`src/rtl/fb_mem_loader_pkg.sv`:
```
// Shared definitions for the FB CPU program memory subsystem.
package fb_mem_loader_pkg;

  localparam int FB_AW    = 6;
  localparam int FB_DW    = 10;
  localparam int FB_DEPTH = 64;

  typedef enum logic [1:0] {
    ST_CLEAR = 2'd0,
    ST_LOAD  = 2'd1,
    ST_RUN   = 2'd2
  } fb_state_t;

endpackage

```
`src/rtl/fb_spram.sv`:
```
// Single-port synchronous RAM, registered read, old data returned on read-during-write.
module fb_spram #(
  parameter int AW = 6,
  parameter int DW = 10
) (
  input  logic          clk,
  input  logic          rst,
  input  logic          we,
  input  logic [AW-1:0] addr,
  input  logic [DW-1:0] wdata,
  output logic [DW-1:0] rdata
);

  localparam int DEPTH = 1 << AW;

  logic [DW-1:0] mem [DEPTH];

  always_ff @(posedge clk) begin
    if (we) mem[addr] <= wdata;
  end

  // Read samples the array before this edge's write lands, giving old data.
  always_ff @(posedge clk) begin
    if (rst) rdata <= '0;
    else     rdata <= mem[addr];
  end

endmodule

```
`src/rtl/fb_mem_loader.sv`:
```
// Program RAM for the FB CPU: zeroes itself after reset, takes a program over a
// valid/ready stream from address 0, then releases the CPU and hands it the RAM port.
module fb_mem_loader
  import fb_mem_loader_pkg::*;
#(
  parameter int ADDRESS_WIDTH = FB_AW,
  parameter int DATA_WIDTH    = FB_DW
) (
  input  logic                     clk,
  input  logic                     rst,
  input  logic                     ld_valid,
  output logic                     ld_ready,
  input  logic [DATA_WIDTH-1:0]    ld_data,
  input  logic                     ld_last,
  input  logic                     ld_start,
  output logic                     cpu_rst,
  input  logic [ADDRESS_WIDTH-1:0] cpu_mar,
  input  logic                     cpu_wr,
  input  logic [DATA_WIDTH-1:0]    cpu_wdata,
  output logic [DATA_WIDTH-1:0]    cpu_rdata,
  output logic [ADDRESS_WIDTH:0]   ld_count,
  output logic                     ld_ovf,
  output logic                     running
);

  localparam int AW = ADDRESS_WIDTH;
  localparam int DW = DATA_WIDTH;
  localparam logic [AW-1:0] LAST_ADDR = '1;
  localparam logic [AW:0]   MAX_COUNT = {1'b1, {AW{1'b0}}};

  fb_state_t     state, state_nxt;
  logic [AW-1:0] clr_addr;
  logic [AW-1:0] ld_addr;
  logic          hs;
  logic          ld_take;
  logic          port_we;
  logic [AW-1:0] port_addr;
  logic [DW-1:0] port_wdata;

  assign ld_ready = (state == ST_LOAD);
  assign hs       = ld_valid && ld_ready;
  // A restart in the same cycle discards the word on the bus.
  assign ld_take  = hs && !ld_start;

  always_comb begin
    state_nxt  = state;
    port_we    = 1'b0;
    port_addr  = ld_addr;
    port_wdata = ld_data;
    case (state)
      ST_CLEAR: begin
        port_we    = 1'b1;
        port_addr  = clr_addr;
        port_wdata = '0;
        if (clr_addr == LAST_ADDR) state_nxt = ST_LOAD;
      end
      ST_LOAD: begin
        port_we = ld_take;
        if (ld_take && (ld_last || ld_addr == LAST_ADDR)) state_nxt = ST_RUN;
      end
      ST_RUN: begin
        port_we    = cpu_wr;
        port_addr  = cpu_mar;
        port_wdata = cpu_wdata;
        if (ld_start) state_nxt = ST_LOAD;
      end
      default: state_nxt = ST_CLEAR;
    endcase
    if (rst) port_we = 1'b0;
  end

  always_ff @(posedge clk) begin
    if (rst) begin
      state    <= ST_CLEAR;
      clr_addr <= '0;
      ld_addr  <= '0;
      ld_count <= '0;
      ld_ovf   <= 1'b0;
      cpu_rst  <= 1'b1;
      running  <= 1'b0;
    end else begin
      state <= state_nxt;
      // Release lags RUN entry by a cycle; an abort re-asserts reset immediately.
      cpu_rst <= !(state == ST_RUN && state_nxt == ST_RUN);
      running <= (state == ST_RUN && state_nxt == ST_RUN);
      if (state == ST_CLEAR) clr_addr <= clr_addr + 1'b1;
      if (ld_start && state != ST_CLEAR) begin
        ld_addr  <= '0;
        ld_count <= '0;
        ld_ovf   <= 1'b0;
      end else if (state == ST_LOAD && hs) begin
        if (ld_addr != LAST_ADDR) ld_addr <= ld_addr + 1'b1;
        else if (!ld_last)        ld_ovf  <= 1'b1;
        if (ld_count != MAX_COUNT) ld_count <= ld_count + 1'b1;
      end
    end
  end

  fb_spram #(.AW(AW), .DW(DW)) u_ram (
    .clk   (clk),
    .rst   (rst),
    .we    (port_we),
    .addr  (port_addr),
    .wdata (port_wdata),
    .rdata (cpu_rdata)
  );

endmodule

```
`config.mk`:
```
export PLATFORM = sky130hd
export DESIGN_NAME = fb_mem_loader
export DESIGN_NICKNAME = d
export VERILOG_FILES = /design/src/rtl/fb_mem_loader_pkg.sv /design/src/rtl/fb_spram.sv /design/src/rtl/fb_mem_loader.sv
export SDC_FILE = /design/constraint.sdc
export NUM_CORES = 1
export LEC_CHECK = 0
export ABC_AREA = 1
export CORE_MARGIN = 2
export CORE_UTILIZATION = 41
export DETAILED_ROUTE_END_ITERATION = 10
export HOLD_SLACK_MARGIN = 0.12
export SLEW_MARGIN = 20
export SYNTH_ARGS = -nofsm -noshare
export SYNTH_HDL_FRONTEND = slang
export SYNTH_SLANG_ARGS = --single-unit
export TNS_END_PERCENT = 50
```
`constraint.sdc`:
```
create_clock -name clk -period 2.9 [get_ports clk]
set_input_delay 0.58 -clock clk [delete_from_list [all_inputs] [get_ports clk]]
set_output_delay 0.58 -clock clk [all_outputs]
set_load 0.02 [all_outputs]
```
# ---- After elaboration in Yosys (flattened, before gate mapping)
# Memory sizes are Yosys's and may differ from the RTL's. A register that Yosys moved wholly into a read port is not among the register bits.
# Cells that the tools add are included.
dict set report word_totals {
  input_bits 32
  ram_bits 640
  memories 1
  word_cells 45
  register_bits 24
  out_inout_bits 21
}
dict set report op_classes {
  bitwise_logic 2
  addsub 3
  n_mux 10
  n_reduce_logical 15
  n_eq_ne 7
}
# name depth word_bits rd rd_clocked_by_memory_dff write_ports line
set memory_table {}
lappend memory_table {u_ram.mem 64 10 1 1 1 fb_spram.sv:16} ;# logic [DW-1:0] mem [DEPTH];
# cell n
set op_table {}
lappend op_table {{case mux 10 bit (2 select lines)} 1}
lappend op_table {{adder 6 x 1 -> 6 bit, second input constant} 2}
lappend op_table {{equality test 6 bit, second input constant} 2}
lappend op_table {{case mux 6 bit (2 select lines)} 1}
lappend op_table {{adder 7 x 1 -> 7 bit, second input constant} 1}
lappend op_table {{!= test 7 bit, second input constant} 1}
lappend op_table {{logical AND 1 bit} 6}
lappend op_table {{2-to-1 mux 2 bit} 3}
lappend op_table {{!= test 6 bit, second input constant} 1}
lappend op_table {{case mux 2 bit (3 select lines)} 1}
lappend op_table {{equality test 2 bit, second input constant} 2}
lappend op_table {{AND reduction 2 bit} 2}
lappend op_table {{2-to-1 mux 1 bit} 3}
lappend op_table {{case mux 1 bit (3 select lines)} 1}
lappend op_table {{AND reduction 3 bit} 1}
lappend op_table {{equality test 2 x 1 -> 1 bit, second input constant} 1}
lappend op_table {{zero test 1 bit} 2}
lappend op_table {{zero test 2 bit} 1}
lappend op_table {{NOT 1 bit} 2}
lappend op_table {{nonzero test 2 bit} 1}
lappend op_table {{OR reduction 2 bit} 1}
lappend op_table {{logical OR 1 bit} 1}

# ---- Depth between registers and ports, before layout
# Gate-level depths: netlist (run 1).
dict set report depth {
  ltp_word 9
  ltp_mapped 14
  mapped_depth_nobuf 12
}

# ---- Cells and area by module
# From an unflattened synthesis (run 1), not the netlist that was laid out.
dict set report hier_totals {
  hier_cells 2895
  area_unflattened_um2 28876.4
}
# module seq_area_each_um2 area_each_um2 cells_per_inst n_inst
set by_module_without_submodules {}
lappend by_module_without_submodules {fb_spram 19418.6 27472.6 2688 1}
lappend by_module_without_submodules {fb_mem_loader 480.5 1403.8 207 1}

# ---- Worst setup path after synthesis (run 1)
# No wires, ideal clock.
dict set report synth_path {
  path_type {register -> register}
  from {register state[0]}
  to {memory u_ram.mem[0][0] (enable)}
  period_less_slack_ps 2605
  stages_incl_launch_ff 10
  arrival_time_ps 2229
  t_required_ps 2524
  setup_slack_ps 295
  setup_time_ps 376
  n_path_buf 1
  cell_sequence {dfxtp_1 -> buf_2 -> inv_2 -> nor2_1 -> nand2_1 -> nor2_1 -> a21oi_1 -> a21oi_2 -> nand3_1 -> nor2_1}
}
dict set report synth_via {
  elab_chain_cells 7
  word_cells_on_any_way 10
  classes_between {eq/ne (2); mux (5); reduce/logical (3)}
}
# element line
set synth_lines {}
lappend synth_lines {{start, declared} fb_mem_loader.sv:31} ;# fb_state_t state, state_nxt;
lappend synth_lines {{start signal, assigned} fb_mem_loader.sv:82} ;# state <= state_nxt;
lappend synth_lines {{equality test 2 x 1 -> 1 bit *} fb_mem_loader.sv:40} ;# assign ld_ready = (state == ST_LOAD);
lappend synth_lines {{via ld_ready} fb_mem_loader.sv:12} ;# output logic ld_ready,
lappend synth_lines {{logical AND 1 bit} fb_mem_loader.sv:41} ;# assign hs = ld_valid && ld_ready;
lappend synth_lines {{logical AND 1 bit} fb_mem_loader.sv:43} ;# assign ld_take = hs && !ld_start;
lappend synth_lines {{case mux 1 bit (3 select lines) *} fb_mem_loader.sv:50} ;# case (state)
lappend synth_lines {{2-to-1 mux 1 bit *} fb_mem_loader.sv:69} ;# if (rst) port_we = 1'b0;
lappend synth_lines {{2-to-1 mux 1 bit *} fb_spram.sv:19} ;# if (we) mem[addr] <= wdata;
lappend synth_lines {{2-to-1 mux 1 bit (not written as such) *} fb_spram.sv:19}
lappend synth_lines {{end, declared} fb_spram.sv:16}
# The timed path passes the listed nets; every way through them passes the cells marked *.

# ---- Final worst setup path (run 1)
dict set report layout_path {
  from {register state[1]}
  to {register u_ram.rdata[7] (read register of u_ram.mem)}
}
dict set report layout_via {
  elab_chain_cells 2
  word_cells_on_any_way 3
  classes_between {eq/ne (1); mux (1); reduce/logical (1)}
}
# element line
set layout_lines {}
lappend layout_lines {{equality test 2 bit or zero test 2 bit (tied branches)} fb_mem_loader.sv:50}
lappend layout_lines {{case mux 6 bit (2 select lines) *} fb_mem_loader.sv:50}
lappend layout_lines {{end, declared} fb_spram.sv:11} ;# output logic [DW-1:0] rdata
# Every way passes the cells marked *; elsewhere a longest branch is shown, timed or not.
# A chain may end at the register's enable or synchronous reset.

==> results of run 1 <==
## worst min-delay path by stage
stage | startpoint | end | slack, ps | depth (start not counted)
2_1_floorplan | ld_addr[4]$_SDFFE_PP0P_ | ld_addr[4]$_SDFFE_PP0P_ | 440 | 2
3_3_place_gp | ld_ovf$_SDFFE_PP0P_ | ld_ovf$_SDFFE_PP0P_ | 460 | 2
3_5_place_dp | ld_ovf$_SDFFE_PP0P_ | ld_ovf$_SDFFE_PP0P_ | 460 | 2
4_1_cts | ld_ovf$_SDFFE_PP0P_ | ld_ovf$_SDFFE_PP0P_ | 480 | 2
5_1_grt | clr_addr[0]$_SDFFE_PP0P_ | clr_addr[0]$_SDFFE_PP0P_ | 510 | 2
6_report | ld_ovf$_SDFFE_PP0P_ | ld_ovf$_SDFFE_PP0P_ | 480 | 2
## critical path: cells and delay by family, from the launching register on
| kind | cells | cell delay [ps] |
|---|---|---|
| simple gates | 8 | 960 |
| flops | 1 | 360 |
| buf+inv | 5 | 940 |
| compound gates | 2 | 380 |
## logic make-up (layout without fill, tap and decap cells)
logic type / count (synthesis) / in the layout
buf+inv: 802 / 1020
other cells: 0 / 1
simple gates: 1365 / 1365
flops: 674 / 674
fa+ha+maj: 4 / 4
compound gates: 140 / 140
xor+xnor: 2 / 2
## what timing repair did
action,CTS,global route
gates resized for setup,1,7
gates cloned,1,0
hold buffers,0,0
endpoints found under the setup margin,1,100
## final cells by class
type                    instances  share of cell area, %
inverters                     647                   6.87
clock inverters                47                   1.42
well taps                     959                   3.39
flip-flops and latches        674                   56.3
clock buffers                  87                   5.55
repair buffers                239                   6.83
diodes                          1                0.00708
multi-input cells            1511                   19.7
## routing by layer
| layer | GRT usage [%] | part of all wire, % | routed length [µm] |
|---|---|---|---|
| met5 | 0 | 0 | 0 |
| met4 | 7.39 | 2.6 | 2170 |
| met3 | 3.33 | 7.1 | 5880 |
| met2 | 36.7 | 48 | 39600 |
| met1 | 29.9 | 42 | 34700 |
## flip-flops by register name, summed over array words and instances (netlist names)
name         cells
ld_addr          6
clr_addr         6
state            2
u_ram.mem      640
running          1
ld_ovf           1
ld_count         7
u_ram.rdata     10
cpu_rst          1
## cells in the mapped netlist, types with 33 or more instances
cell and instances:
nand2_1 682, inv_1 642, edfxtp_1 640, nand3_1 302, nand4_1 183, nor2_1 169, buf_2 92, o21ai_1 82
clkbuf_1 56, dfxtp_1 34, a21oi_1 33
## through the flow
stage          TNS [ps]  setup WS [ps]  power, W
3_3_place_gp      -1100           -278    0.0121
5_1_grt               0           4.51    0.0220
6_report              0           96.6    0.0214
3_5_place_dp      -1170           -306    0.0121
4_1_cts               0           19.9    0.0216
2_1_floorplan         0            295    0.0115
## power groups by stage
stage | combinational [W] | sequential (W) | clock, W
5_1_grt | 0.00144 | 0.0106 | 0.0100
4_1_cts | 0.00132 | 0.0106 | 0.00967
2_1_floorplan | 0.000712 | 0.0108 | 0
3_3_place_gp | 0.00128 | 0.0108 | 0
3_5_place_dp | 0.00130 | 0.0108 | 0
6_report | 0.00132 | 0.0106 | 0.00950
==> qor.csv, run 1 <==
stage,metric,value,unit
final_layout,final net count,3182,
synthesis,fraction of registers with async set/reset,0,%
floorplanning,Core Region,72600,µm²
power,power density cells,605,nW/µm²
clocking,setup bufs post-CTS,0,
grt,gr usage total,22.2,%
critical_path,reg2reg setup slack,100,ps
worst_hold_path,Hold Path Class,register to register,
power,Clock Power Share,44.4,%
synthesis,largest family of logic cells by synthesized area,simple AND/OR/NAND/NOR gates,
critical_path,CP required,3390,ps
clocking,root buffer cell,clkbuf_16,
placement,routability cong.,0.888,
timing,Setup Skew,27.5,ps
critical_path,critical path class,register to register,
critical_path,crit path launch type,register,
synthesis,dominant synthesized flop cell,edfxtp_1,
synthesis,syn_area_per_cell,10.0,µm²
floorplanning,die area,75100,µm²
grt,gr ovfl total,0,
power,LEAKAGE,15.7,nW
timing,unrepaired setup endpoints after global routing,no,
synthesis,share of the synthesized area in the top cell type,64.3,%
placement,placed wire-length estimate,50.2,mm
final_layout,"commonest non-fill, non-tap cell in the layout",nand2_1,
clocking,Clock Path Buffers,3,
final_layout,post-layout util,48.7,%
grt,number of global-route vias before repair,20695,
timing,"Slew Viols, Final",0,
routing,via count,21340,
routing,Routed Wire Length,82.4,mm
final_layout,Synth-to-Final Area Change,18.2,%
critical_path,crit path launch,state[1]$_SDFF_PP0_,
placement,port bufs,52,
power,Worst VDD drop,0.000395,V
timing,Slew HR,35.7,%
critical_path,crit-path max cell delay,360,ps
final_layout,share of layout cells above drive strength 1,10.5,%
power,switching power,0.00475,W
clocking,TritonCTS clock tree,done,
floorplanning,die extent in x,274,µm
critical_path,Worst R2R Start,state[1]$_SDFF_PP0_,
power,Sw Ratio,22.2,%
floorplanning,FP Rows,99,
final_layout,"non-filler cells, final",4165,
routing,Via-to-Cell Ratio,5.12,
routing,drt first-iter violations,2187,
power,sequential power share,49.4,%
synthesis,"Seq/Total Area, Yosys",66.5,%
floorplanning,I/O pin cnt,53,
critical_path,"critical path, cell by cell","inv_2, nor2_4, buf_6, nand2_8, nand3_4, clkinv_2, buf_12, buf_4, nand2_1, nand3_1, nand2_1, o21ai_1, nand2_1, nor2_2, a21oi_1",
critical_path,Reg-to-Reg End,u_ram.rdata[7]$_SDFF_PP0_,
status,status,completed,
critical_path,slowest CP cell,dfxtp_1,
synthesis,top post-synthesis cells by area,"edfxtp_1 (64%), nand2_1 (8.6%), inv_1 (8.1%)",
synthesis,Post-synth EDFFs,640,
power,Int Pwr,0.0166,W
synthesis,Synth cell types,31,
timing,Final Setup Violations,0,
clocking,clock sinks,674,
grt,largest net degree at the start of global routing,88,
timing,Worst Max-Slew Pin Slew,965,ps
clocking,H-tree Lvls,3,
timing,Final Hold Violating Endpoints,0,
placement,placed insts,4029,
synthesis,Syn Nets,3023,
routing,Antenna Nets Post-Route,0,
power,Comb pwr share,6.2,%
timing,Final min period,2800,ps
final_layout,fill cell count,6672,
routing,# DRC,0,
synthesis,Post-Syn Instances,2987,
grt,initial antenna violation count,0,
final_layout,"commonest cells after routing, fill and taps aside","nand2_1 (681), inv_1 (642), edfxtp_1 (640)",
synthesis,cell area after synthesis,29900,µm²
timing,fmax,357,MHz
critical_path,"most used cell, CP",nand2_1,
routing,WL/cell,19.8,µm
synthesis,#FFs+latches synth,674,
floorplanning,Die Ht,274,µm
grt,first-pass GRT wire length,126,mm
flow_run,max cap viols,0,
final_layout,register area,19900,µm²
synthesis,Synth Warn #,0,
clocking,Worst-path clk slew,60,ps
clocking,CTS Buf Count,73,
clocking,later-pin clock latency in the skew report,620,ps
floorplanning,Starting Density,41.2,%
synthesis,"area leader, netlist",edfxtp_1,
critical_path,Worst Path Arrival,3300,ps
timing,period utilisation layout,96.7,%
synthesis,adder-cell share of the synthesized area,0.167,%
critical_path,end of the critical path,u_ram.rdata[7]$_SDFF_PP0_,
routing,DRT Pass-1 Iters,5,
synthesis,multiplexer share of the synthesized area,0,%
critical_path,crit-path max FO,36,
synthesis,post-synthesis compound-gate area fraction,2.51,%
critical_path,Worst setup EP type,register,
synthesis,xor-xnor portion of the synthesized cell area,0.0586,%
final_layout,cell area after layout,35400,µm²
timing,worst hold margin,478,ps
placement,Area after DPL,32800,µm²
final_layout,multi-input combinational cell area,6950,µm²
critical_path,Worst R2R Path Depth,15,
synthesis,Simple-Gate Fraction of Synth Area,20.3,%
No activity file was read; power rests on OpenSTA's default activity.
==> run 2: changes to the inputs <==
- SKIP_LAST_GASP: unset -> 1
==> run 2 against run 1 <==
Compared with the run above:
- utilization about the same
- sequential share of layout area about the same
- register-to-register slack about the same
- hold slack got worse by 0.51 ps
- global-route usage unchanged
==> qor.csv, run 2 (synthesized netlist as in run 1, its figures left out) <==
stage,metric,value,unit,change
status,status,completed,,
final_layout,fill cell count,6672,,unchanged
timing,Final Setup Violations,0,,unchanged
worst_hold_path,hold path depth,2,,unchanged
final_layout,Synth-to-Final Area Change,18.2,%,about the same
final_layout,top flop regs,"u_ram.mem (640), u_ram.rdata (10), ld_count (7)",,
power,Int Pwr,0.0166,W,about the same
timing,Worst Max-Slew Pin Slew,985,ps,+20.3 ps
critical_path,Worst R2R Path Depth,15,,unchanged
timing,Setup Skew,27.0,ps,-0.427 ps
worst_hold_path,Hold EP,ld_ovf$_SDFFE_PP0P_,,
critical_path,Worst Path Arrival,3300,ps,about the same
timing,Final WS setup,92.6,ps,-3.95 ps
grt,gr ovfl total,0,,unchanged
timing,period utilisation layout,96.8,%,+0.14 points
clocking,root buffer cell,clkbuf_16,,
grt,number of global-route vias before repair,20695,,unchanged
final_layout,register area,19900,µm²,unchanged
routing,via count,21391,,+0.24%
timing,Final Hold Violating Endpoints,0,,unchanged
worst_hold_path,Hold Path Class,register to register,,
placement,port bufs,52,,unchanged
grt,largest net degree at the start of global routing,88,,unchanged
clocking,later-pin clock latency in the skew report,620,ps,about the same
critical_path,crit path launch,state[1]$_SDFF_PP0_,,
grt,initial antenna violation count,0,,unchanged
final_layout,Largest register FFs,640,,unchanged
power,switching power,0.00475,W,about the same
routing,Routed Wire Length,82.4,mm,about the same
critical_path,crit-path max cell delay,370,ps,about the same
power,sequential power share,49.4,%,about the same
critical_path,CP required,3390,ps,about the same
timing,Slew HR,34.3,%,-1.4 points
routing,Antenna Nets Post-Route,0,,unchanged
final_layout,"commonest non-fill, non-tap cell in the layout",nand2_1,,
clocking,H-tree Lvls,3,,unchanged
critical_path,crit-path max FO,36,,unchanged
timing,fmax,356,MHz,-0.14%
timing,Fin Setup TNS,0,ps,unchanged
power,LEAKAGE,15.7,nW,about the same
routing,drt first-iter violations,2120,,-3.1%
final_layout,share of layout cells above drive strength 1,10.5,%,unchanged
floorplanning,die area,75100,µm²,unchanged
clocking,CTS Buf Count,73,,unchanged
grt,gr usage total,22.2,%,unchanged
routing,Via-to-Cell Ratio,5.14,,+0.24%
critical_path,reg2reg setup slack,90,ps,about the same
power,Worst VDD drop,0.000394,V,-0.12%
floorplanning,Die Ht,274,µm,unchanged
critical_path,Reg-to-Reg End,u_ram.rdata[7]$_SDFF_PP0_,,
critical_path,Top Family by Delay on Critical Path,simple AND/OR/NAND/NOR gates,,
floorplanning,die extent in x,274,µm,unchanged
floorplanning,Starting Density,41.2,%,unchanged
placement,pre-CTS setup slack,-306,ps,unchanged
routing,DRT Pass-1 Iters,8,,+3
power,Comb pwr share,6.1,%,about the same
critical_path,"critical path, cell by cell","inv_2, nor2_4, buf_6, nand2_8, nand3_4, clkinv_2, buf_12, buf_4, nand2_1, nand3_1, nand2_1, o21ai_1, nand2_1, nor2_2, a21oi_1",,
critical_path,critical path class,register to register,,
critical_path,Worst setup EP type,register,,
timing,unrepaired setup endpoints after global routing,yes,,
floorplanning,Core Region,72600,µm²,unchanged
routing,WL/cell,19.8,µm,about the same
placement,placed wire-length estimate,50.2,mm,unchanged
critical_path,Worst R2R Start,state[1]$_SDFF_PP0_,,
power,power density cells,605,nW/µm²,about the same
routing,# DRC,0,,unchanged
clocking,TritonCTS clock tree,done,,
timing,Final min period,2810,ps,+3.95 ps
clocking,Worst-path clk slew,60,ps,about the same
final_layout,final net count,3182,,unchanged
clocking,clock sinks,674,,unchanged
final_layout,"commonest cells after routing, fill and taps aside","nand2_1 (681), inv_1 (642), edfxtp_1 (640)",,
floorplanning,I/O pin cnt,53,,unchanged
critical_path,"most used cell, CP",nand2_1,,
final_layout,multi-input combinational cell area,6950,µm²,unchanged
critical_path,slowest CP cell,dfxtp_1,,
timing,worst hold margin,477,ps,-0.510 ps
critical_path,Buf/Inv on CP,5,,unchanged
critical_path,crit path launch type,register,,
grt,first-pass GRT wire length,126,mm,unchanged
worst_hold_path,Hold Path Origin,ld_ovf$_SDFFE_PP0P_,,
clocking,Clock Path Buffers,3,,unchanged
clocking,setup bufs post-CTS,0,,unchanged
final_layout,post-layout util,48.7,%,about the same
flow_run,max cap viols,0,,unchanged
placement,routability cong.,0.888,,unchanged
power,Clock Power Share,44.4,%,about the same
floorplanning,FP Rows,99,,unchanged
timing,"Slew Viols, Final",0,,unchanged
power,Sw Ratio,22.2,%,about the same
clocking,Post-CTS Hold Fix Bufs,0,,unchanged
final_layout,Reg with most FFs,u_ram.mem,,
-- run 2: cell counts in the layout (fill, tap and decap cells not counted) --
Identical to the previous run, type by type.
-- run 2: timing repair --
item | in CTS | in global routing
gates resized for setup | 1 | 6
gates cloned | 1 | 0
setup endpoints to repair | 1 | 100
endpoints found under the hold margin | 0 | 0
-- run 2: power groups by stage --
stage | Clock, W | Combinational [W] | Sequential [W]
2_1_floorplan | 0 | 0.000712 | 0.0108
4_1_cts | 0.00967 | 0.00132 | 0.0106
5_1_grt | 0.0100 | 0.00144 | 0.0106
3_3_place_gp | 0 | 0.00128 | 0.0108
3_5_place_dp | 0 | 0.00130 | 0.0108
6_report | 0.00950 | 0.00131 | 0.0106
-- run 2: how the worst max path moves through the flow --
| stage | end | depth (start not counted) |
|---|---|---|
| 6_report | u_ram.rdata[7]$_SDFF_PP0_ | 15 |
| 5_1_grt | u_ram.mem[8][0]$_DFFE_PP_ | 12 |
| 2_1_floorplan | u_ram.mem[0][0]$_DFFE_PP_ | 9 |
| 3_3_place_gp | u_ram.rdata[7]$_SDFF_PP0_ | 14 |
| 3_5_place_dp | u_ram.rdata[7]$_SDFF_PP0_ | 14 |
| 4_1_cts | u_ram.rdata[7]$_SDFF_PP0_ | 14 |
-- run 2: per-layer routing --
metal | global-route usage [%] | up-vias | wire length (µm)
met1 | 29.9 | 10415 | 34900
met3 | 3.33 | 124 | 5740
li1 | - | 10068 | -
met4 | 7.39 | 0 | 2150
met5 | 0 | - | 0
met2 | 36.7 | 784 | 39600
-- run 2: worst reg2reg max path, cell delays in order, from the launching register on --
cell and delay (ps):
dfxtp_1 370, inv_2 110, nor2_4 50, buf_6 160, nand2_8 120, nand3_4 210
clkinv_2 230, buf_12 260, buf_4 210, nand2_1 50, nand3_1 70, nand2_1 60
o21ai_1 280, nand2_1 180, nor2_2 240, a21oi_1 110
-- run 2: layout make-up --
cell class	count	share of cell area (%)
Antenna cell	1	0.00708
Sequential cell	674	56.3
Clock inverter	47	1.42
Multi-Input combinational cell	1511	19.7
Tap cell	959	3.39
Inverter	647	6.87
Timing Repair Buffer	239	6.82
Clock buffer	87	5.55
-- run 2: stage by stage --
stage,cells,power [W],area (µm²)
3_5_place_dp,4029,0.0121,32800
3_3_place_gp,4029,0.0121,32800
5_1_grt,4164,0.0220,35400
2_1_floorplan,2987,0.0115,29900
6_report,4165,0.0214,35400
4_1_cts,4164,0.0216,35300
